==> config.mk <==
export PLATFORM = sky130hd
export DESIGN_NAME = axi_read_master
export DESIGN_NICKNAME = d
export VERILOG_FILES = /design/src/rtl/axi_read_master_pkg.sv /design/src/rtl/axi_burst_calc.sv /design/src/rtl/axi_read_master.sv
export SDC_FILE = /design/constraint.sdc
export NUM_CORES = 1
export LEC_CHECK = 0
export ABC_AREA = 1
export CAP_MARGIN = 15
export CORE_MARGIN = 8
export CORE_UTILIZATION = 30
export DETAILED_ROUTE_END_ITERATION = 16
export SYNTH_ARGS = -nofsm -noshare
export SYNTH_HDL_FRONTEND = slang
export SYNTH_SLANG_ARGS = --single-unit
export TNS_END_PERCENT = 5
==> constraint.sdc <==
create_clock -name clk -period 7.4 [get_ports clk]
set_input_delay 2.22 -clock clk [delete_from_list [all_inputs] [get_ports clk]]
set_output_delay 2.22 -clock clk [all_outputs]
set_load 0.02 [all_outputs]
==> src/rtl/axi_read_master_pkg.sv <==
// axi_read_master_pkg: shared AXI widths, burst/resp encodings and burst limits
package axi_read_master_pkg;
  localparam int AXI_DATA_WIDTH = 32;
  localparam int AXI_ID_WIDTH = 4;
  localparam int BOUNDARY_4K = 4096;
  localparam int MAX_BURST = 16;
  typedef enum logic [1:0] {BURST_FIXED = 2'b00, BURST_INCR = 2'b01, BURST_WRAP = 2'b10} burst_t;
  typedef enum logic [1:0] {RESP_OKAY, RESP_EXOKAY, RESP_SLVERR, RESP_DECERR} resp_t;
endpackage

==> src/rtl/axi_burst_calc.sv <==
// axi_burst_calc: beats of the next burst = min(remaining, 16, beats to 4 KB boundary)
module axi_burst_calc
  import axi_read_master_pkg::*;
#(
  parameter int SIZE = 2
) (
  input  logic [11:0] addr,
  input  logic [15:0] remaining,
  output logic [4:0]  beats
);
  logic [12:0] to_bound;
  logic [15:0] cap;
  always_comb begin
    to_bound = (13'(BOUNDARY_4K) - {1'b0, addr}) >> SIZE;
    cap = to_bound < 13'(MAX_BURST) ? 16'(to_bound) : 16'(MAX_BURST);
    beats = 5'(remaining < cap ? remaining : cap);
  end
endmodule

==> src/rtl/axi_read_master.sv <==
// axi_read_master: fetches a block as 4 KB-safe INCR bursts (one outstanding) and streams it out valid/ready
module axi_read_master
  import axi_read_master_pkg::*;
#(
  parameter int ADDR_WIDTH = 32,
  parameter int DATA_WIDTH = AXI_DATA_WIDTH,
  parameter int ID_WIDTH = AXI_ID_WIDTH,
  parameter int ARID = 0
) (
  input  logic                  clk,
  input  logic                  rst_n,
  input  logic                  start_i,
  input  logic [ADDR_WIDTH-1:0] addr_i,
  input  logic [15:0]           len_i,
  output logic                  busy_o,
  output logic                  done_o,
  output logic                  error_o,
  output logic [DATA_WIDTH-1:0] data_o,
  output logic                  data_valid_o,
  input  logic                  data_ready_i,
  output logic                  arvalid,
  input  logic                  arready,
  output logic [ID_WIDTH-1:0]   arid,
  output logic [ADDR_WIDTH-1:0] araddr,
  output logic [7:0]            arlen,
  output logic [2:0]            arsize,
  output logic [1:0]            arburst,
  input  logic                  rvalid,
  output logic                  rready,
  input  logic [ID_WIDTH-1:0]   rid,
  input  logic [DATA_WIDTH-1:0] rdata,
  input  logic [1:0]            rresp,
  input  logic                  rlast
);
  localparam int SIZE = $clog2(DATA_WIDTH / 8);
  localparam logic [ID_WIDTH-1:0] ID = ID_WIDTH'(ARID);
  typedef enum logic [1:0] {IDLE, AR, R} state_t;
  state_t state, state_n;
  logic [ADDR_WIDTH-1:0] addr, addr_a;
  logic [15:0] rem;
  logic [3:0] len;
  logic [4:0] cnt, beats, calc_beats;
  logic start, last, bad, err, done;
  axi_burst_calc #(.SIZE(SIZE)) u_calc (
    .addr     (state == IDLE ? addr_a[11:0] : addr[11:0]),
    .remaining(state == IDLE ? len_i : rem),
    .beats    (calc_beats)
  );
  always_comb begin
    start = state == IDLE && start_i;
    addr_a = addr_i & ~ADDR_WIDTH'(DATA_WIDTH / 8 - 1);
    beats = {1'b0, len} + 5'd1;
    rready = state == R && data_ready_i;
    last = rvalid && rready && cnt == 5'd1;
    bad = rresp != RESP_OKAY || rid != ID || rlast != (cnt == 5'd1);
    state_n = state == IDLE ? (start && len_i != 16'd0 ? AR : IDLE)
            : state == AR ? (arready ? R : AR)
            : last ? (rem != 16'd0 ? AR : IDLE) : R;
  end
  assign arvalid = state == AR;
  assign araddr = addr;
  assign arlen = {4'd0, len};
  assign arsize = arvalid ? 3'(SIZE) : 3'd0;
  assign arburst = arvalid ? BURST_INCR : 2'b00;
  assign arid = arvalid ? ID : '0;
  assign data_o = rdata;
  assign data_valid_o = state == R && rvalid;
  assign busy_o = state != IDLE;
  assign done_o = done;
  assign error_o = err;
  always_ff @(posedge clk) begin
    if (!rst_n) state <= IDLE;
    else state <= state_n;
  end
  always_ff @(posedge clk) begin
    if (!rst_n) begin
      addr <= '0;
      rem <= '0;
      len <= '0;
      cnt <= '0;
      err <= 1'b0;
      done <= 1'b0;
    end else begin
      done <= (start && len_i == 16'd0) || (last && rem == 16'd0);
      if (start) begin
        addr <= addr_a;
        rem <= len_i;
        err <= 1'b0;
      end
      if (state_n == AR && state != AR) len <= 4'(calc_beats - 5'd1);
      if (arvalid && arready) begin
        addr <= addr + (ADDR_WIDTH'(beats) << SIZE);
        rem <= rem - 16'(beats);
        cnt <= beats;
      end
      if (rvalid && rready) begin
        cnt <= cnt - 5'd1;
        if (bad) err <= 1'b1;
      end
    end
  end
endmodule

==> metrics.txt, run 1 <==
Area growth, synth to finish=24.2%; clock transition at the registers of the reported paths=0.05 ns; share of post-route cells with drive strength above 1=0.0691; Post-synth EDFFs=0; met2 Track Usage GR=0.247; leading cell type in the layout, fill and taps excluded=sky130_fd_sc_hd__nand2_1; Max Transition Viols Final=0; Relative slew margins=0.383; placed cell count=approximately 1,000; Vert. Die Dim=144 um; Via Count=just under 5,000; startpoint of the worst hold path=cnt[4]; initial cell density of the core=0.308; iteration count of the initial detailed-routing pass=6; number of I/O pins=180; run status=complete, no violations; maximum vdd ir drop=around 0.096 mV; later-pin clock latency in the skew report=0.33 ns; Synth warnings=0; residual DRC count=0; post-route non-filler standard cell count=1,028; CTS max path bufs=2; area occupied by multi-input gates=around 3000 um2; register area share after synthesis=0.242; met3 demand-to-capacity share in global routing=0.0584; Worst EP required=5.18 ns; worst hold path class=flop to flop; global-route met1 utilization=0.187; maximum number of pins on one net before global-route repair=47; worst r2r src=state[1]; layer carrying the most global-route usage=met2; DR WL/cell=15.0 um; utilization of the core after routing=0.382; maximum level of the CTS H-tree=3; endpoint type of the worst setup path=output port; post-synthesis register bit count=59; area taken by flip-flops and latches=1180 um2; Clock Skew=0.00461 ns; overall die area=roughly 21,000 um2; highest clock frequency the design can meet=175 MHz; class of the most critical setup path=primary input to output port; GPL Wtd Cong=0.824; post-synth cell types=42; total track usage=0.152; count of mapped cells out of synthesis=747; first-pass GRT wire length=25.0 mm; antenna-violating nets left=0; unrepaired setup endpoints after global routing=false; total of fill cells in the finished design=1,741; number of buffers inserted by post-CTS setup repair=0; number of buffers created by CTS=9; fraction of registers with async set or reset after synthesis=0; Syn Area/Cell=approximately 6.5 um2; post-DP HPWL=approximately 11 mm; Final min period=5.71 ns; final number of hold-violating endpoints=0; most instantiated flip-flop cell in the synthesis netlist=sky130_fd_sc_hd__dfxtp_1; areal power density over the cells=a little under 200 nW/um2; CTS tree=done; Worst-Margin Slew=0.924 ns; cts-stage hold buffer count=0; Total Wirelength=15.5 mm; Setup crit start=data_ready_i; routed via count divided by cell count=between 4 and 5; worst hold path stage count=2; count of maximum capacitance violations=0; clock sink total=59; commonest non-fill, non-tap cells in the layout=172 x sky130_fd_sc_hd__nand2_1, 100 x sky130_fd_sc_hd__clkdlybuf4s50_1, 72 x sky130_fd_sc_hd__inv_1; Setup TNS Final=0 ns; Congestion Overflow GR=0; clock root buffer master=sky130_fd_sc_hd__clkbuf_16; Static Leak=2.53 nW; final worst-path cycle share=0.771; number of violations reported at the end of detailed-routing iteration 0=312; initial antenna violation count=1; mapped cell area=between 4000 and 5000 um2; critical path startpoint category=primary input; number of cell instances on the worst register-to-register path=22; width of the die=about 140 um; post-cts repair resize count=0; core area=15,900 um2; vias in the first global route=between 4,000 and 5,000; number of rows in the core area=between 40 and 50; count of input and output buffers=100; net count reported at finish=927; WP data arrival=3.49 ns; number of setup violations in the final report=0; peak fanout along the critical path=2
## cells by family after synthesis
family                     share of synthesized area
and+or+nand+nor                                0.300
AOI/OAI and AO/OA                              0.185
buffers and inverters                          0.154
DFF                                            0.242
xor gates and xnor gates                      0.0484
adders and majority gates                     0.0696
other                                        0.00154
## synthesized netlist by cell type (all sizes together), types with 6 or more instances
cell type / n / share of area
o21ai: 51 / 0.052
inv: 81 / 0.062
ha: 24 / 0.061
nor4: 11 / 0.017
o211ai: 7 / 0.011
buf: 54 / 0.079
nor3: 12 / 0.013
nand3: 32 / 0.033
xor2: 18 / 0.032
nand4: 12 / 0.015
o21bai: 7 / 0.011
dfxtp: 59 / 0.24
clkbuf: 16 / 0.012
a31oi: 16 / 0.020
xnor2: 9 / 0.016
nor2: 65 / 0.057
a21oi: 57 / 0.058
or2: 6 / 0.0077
nand2: 185 / 0.15
## metrics by stage
stage	hold WS, ns	worst slack (ns)	power [mW]	instance area [um2]
finish	0.471	1.69	1.17	6070
global route	0.493	1.65	1.24	6070
CTS	0.474	1.68	1.18	6070
detailed placement	0.466	1.69	0.788	5800
global placement	0.452	1.70	0.785	5800
floorplan	0.443	2.72	0.678	4950
## worst paths after layout
path,to,slack (ns)
min reg2reg,cnt[4],0.47
max reg2reg,len[2],4.00
min,cnt[4],0.47
max,rready,1.69
## sequential cells by signal, summed over array words and instances (netlist names)
name,flops
done_o,1
state,2
rem,16
araddr,30
error_o,1
len,4
cnt,5
## per-layer routing
layer  vias to the layer above  wire (um)
met5                         -          9
met4                         2        157
li1                       2550          -
met3                        15       1400
met1                      2211       7070
met2                       163       6810
## final cells by class
class	count	area share
Inverter	81	0.0501
Clock buffer	11	0.0416
Tap cell	216	0.0445
Antenna cell	1	0.000412
Clock inverter	3	0.00247
Timing Repair Buffer	103	0.169
Sequential cell	59	0.195
Multi-Input combinational cell	554	0.498
## critical path: stages
cell and delay [ns]:
sky130_fd_sc_hd__clkdlybuf4s50_1 0.48, sky130_fd_sc_hd__and3_2 0.19, sky130_fd_sc_hd__clkdlybuf4s50_1 0.60
## power by group
| group | leakage (nW) | switching [mW] | internal (mW) |
|---|---|---|---|
| logic | 1.90 | 0.232 | 0.162 |
| registers | 0.485 | 0.0412 | 0.348 |
| clock network | 0.137 | 0.145 | 0.239 |
| total | 2.53 | 0.418 | 0.749 |
(Power assumes the default switching activity.)
==> run 2, diff against run 1 <==
==> constraint.sdc (replaced) <==
create_clock -name clk -period 5.4 [get_ports clk]
set_input_delay 1.62 -clock clk [delete_from_list [all_inputs] [get_ports clk]]
set_output_delay 1.62 -clock clk [all_outputs]
set_load 0.02 [all_outputs]
==> run 2 against run 1 <==
Net effect: via count decreased by 0.10%; clock skew increased by 0.0023 ns; setup slack got worse by 0.81 ns; total power increased by 38%; critical endpoint is now data_valid_o; highest routed layer unchanged.
==> metrics.txt, run 2 (same netlist as run 1, synthesis figures left out) <==
clock transition at the registers of the reported paths=0.05 ns (about the same); peak fanout along the critical path=2 (unchanged); WP data arrival=2.89 ns (-0.60 ns); count of maximum capacitance violations=0 (unchanged); number of rows in the core area=46 (unchanged); leading cell type in the layout, fill and taps excluded=sky130_fd_sc_hd__nand2_1; post-DP HPWL=11.2 mm (about the same); run status=complete, no violations; utilization of the core after routing=0.382 (about the same); unrepaired setup endpoints after global routing=false; iteration count of the initial detailed-routing pass=5 (-1); share of post-route cells with drive strength above 1=0.0677 (-0.00140); Max Transition Viols Final=0 (unchanged); Worst-Margin Slew=0.919 ns (-0.00545 ns); residual DRC count=0 (unchanged); Area growth, synth to finish=24.3% (about the same); width of the die=144 um (unchanged); initial antenna violation count=1 (unchanged); CTS tree=done; commonest non-fill, non-tap cells in the layout=172 x sky130_fd_sc_hd__nand2_1, 100 x sky130_fd_sc_hd__clkdlybuf4s50_1, 72 x sky130_fd_sc_hd__inv_1; highest clock frequency the design can meet=222 MHz; number of setup violations in the final report=0 (unchanged); post-layout power=1.62 mW (+38%); Via Count=4,936 (-0.10%); net count reported at finish=927 (unchanged); antenna-violating nets left=0 (unchanged); Static Leak=2.52 nW (about the same); Largest register FFs=30 (unchanged); DR WL/cell=14.9 um (-1.1%); maximum number of pins on one net before global-route repair=47 (unchanged); areal power density over the cells=266 nW/um2 (+38%); final worst-path setup slack=0.886 ns (-0.806 ns); cts-stage hold buffer count=0 (unchanged); Congestion Overflow GR=0 (unchanged); CTS max path bufs=2 (unchanged); total track usage=0.150 (-0.00134); final worst-path cycle share=0.836; first-pass GRT wire length=24.4 mm (-2.2%); number of I/O pins=180 (unchanged); antenna cell count=0 (-1); pre-CTS worst setup slack=0.658 ns (-1.03 ns); maximum level of the CTS H-tree=3 (unchanged); Vert. Die Dim=144 um (unchanged); maximum vdd ir drop=0.184 mV (+91%); GPL Wtd Cong=0.843 (+2.3%); worst hold path class=flop to flop; Worst EP required=3.78 ns (-1.40 ns); vias in the first global route=4,864 (-1.7%); core area=15,900 um2 (unchanged); class of the most critical setup path=primary input to output port; post-cts repair resize count=0 (unchanged); count of input and output buffers=100 (unchanged); post-route non-filler standard cell count=1,029 (+0.097%); Clock Skew=0.00693 ns (+0.00232 ns); number of violations reported at the end of detailed-routing iteration 0=248 (-21%); critical path startpoint category=primary input; Setup TNS Final=0 ns (unchanged); number of buffers inserted by post-CTS setup repair=0 (unchanged); overall die area=20,600 um2 (unchanged); number of buffers created by CTS=9 (unchanged); routed via count divided by cell count=4.80 (-0.20%); worst slack on hold paths=0.469 ns (-0.00214 ns); placed cell count=1,013 (unchanged); clock sink total=59 (unchanged); final number of hold-violating endpoints=0 (unchanged); later-pin clock latency in the skew report=0.34 ns (about the same); initial cell density of the core=0.308 (unchanged); cell area after layout=6070 um2 (about the same); Relative slew margins=0.387 (+0.00364); total of fill cells in the finished design=1,736 (-0.29%); Total Wirelength=15.3 mm (-1.0%); Final min period=between 4 and 5 ns; endpoint type of the worst setup path=output port; placement-stage cell area=5800 um2 (unchanged); clock root buffer master=sky130_fd_sc_hd__clkbuf_16
run 2: layout make-up:
class / count / area, um2 / area share
clock buffers: 14 / 264 / 0.0435
clock inverters: 2 / 10.0 / 0.00165
inverters: 81 / 304 / 0.0501
multi-input cells: 554 / 3020 / 0.497
flip-flops and latches: 59 / 1180 / 0.194
well taps: 216 / 270 / 0.0445
repair buffers: 103 / 1020 / 0.168
run 2: routing by layer:
metal  GRT usage  part of all wire
met3      0.0624             0.098
met5           0           0.00059
met2       0.239              0.43
met1       0.182              0.46
met4      0.0454             0.015
run 2: path summary, 6_finish.rpt:
path	from	end	slack, ns	depth (start not counted)
hold reg to reg	cnt[4]	cnt[4]	0.47	2
hold / removal	cnt[4]	cnt[4]	0.47	2
setup / recovery	rvalid	data_valid_o	0.89	3
setup reg to reg	state[1]	len[2]	2.00	20
run 2: power breakdown:
group | total, mW | internal, mW | switching (mW)
clock | 0.543 | 0.334 | 0.209
combinational | 0.539 | 0.222 | 0.317
sequential | 0.533 | 0.477 | 0.0565
run 2: critical path, cell delays in order:
cell	delay, ns
sky130_fd_sc_hd__clkdlybuf4s50_1	0.48
sky130_fd_sc_hd__and3_2	0.19
sky130_fd_sc_hd__clkdlybuf4s50_1	0.60
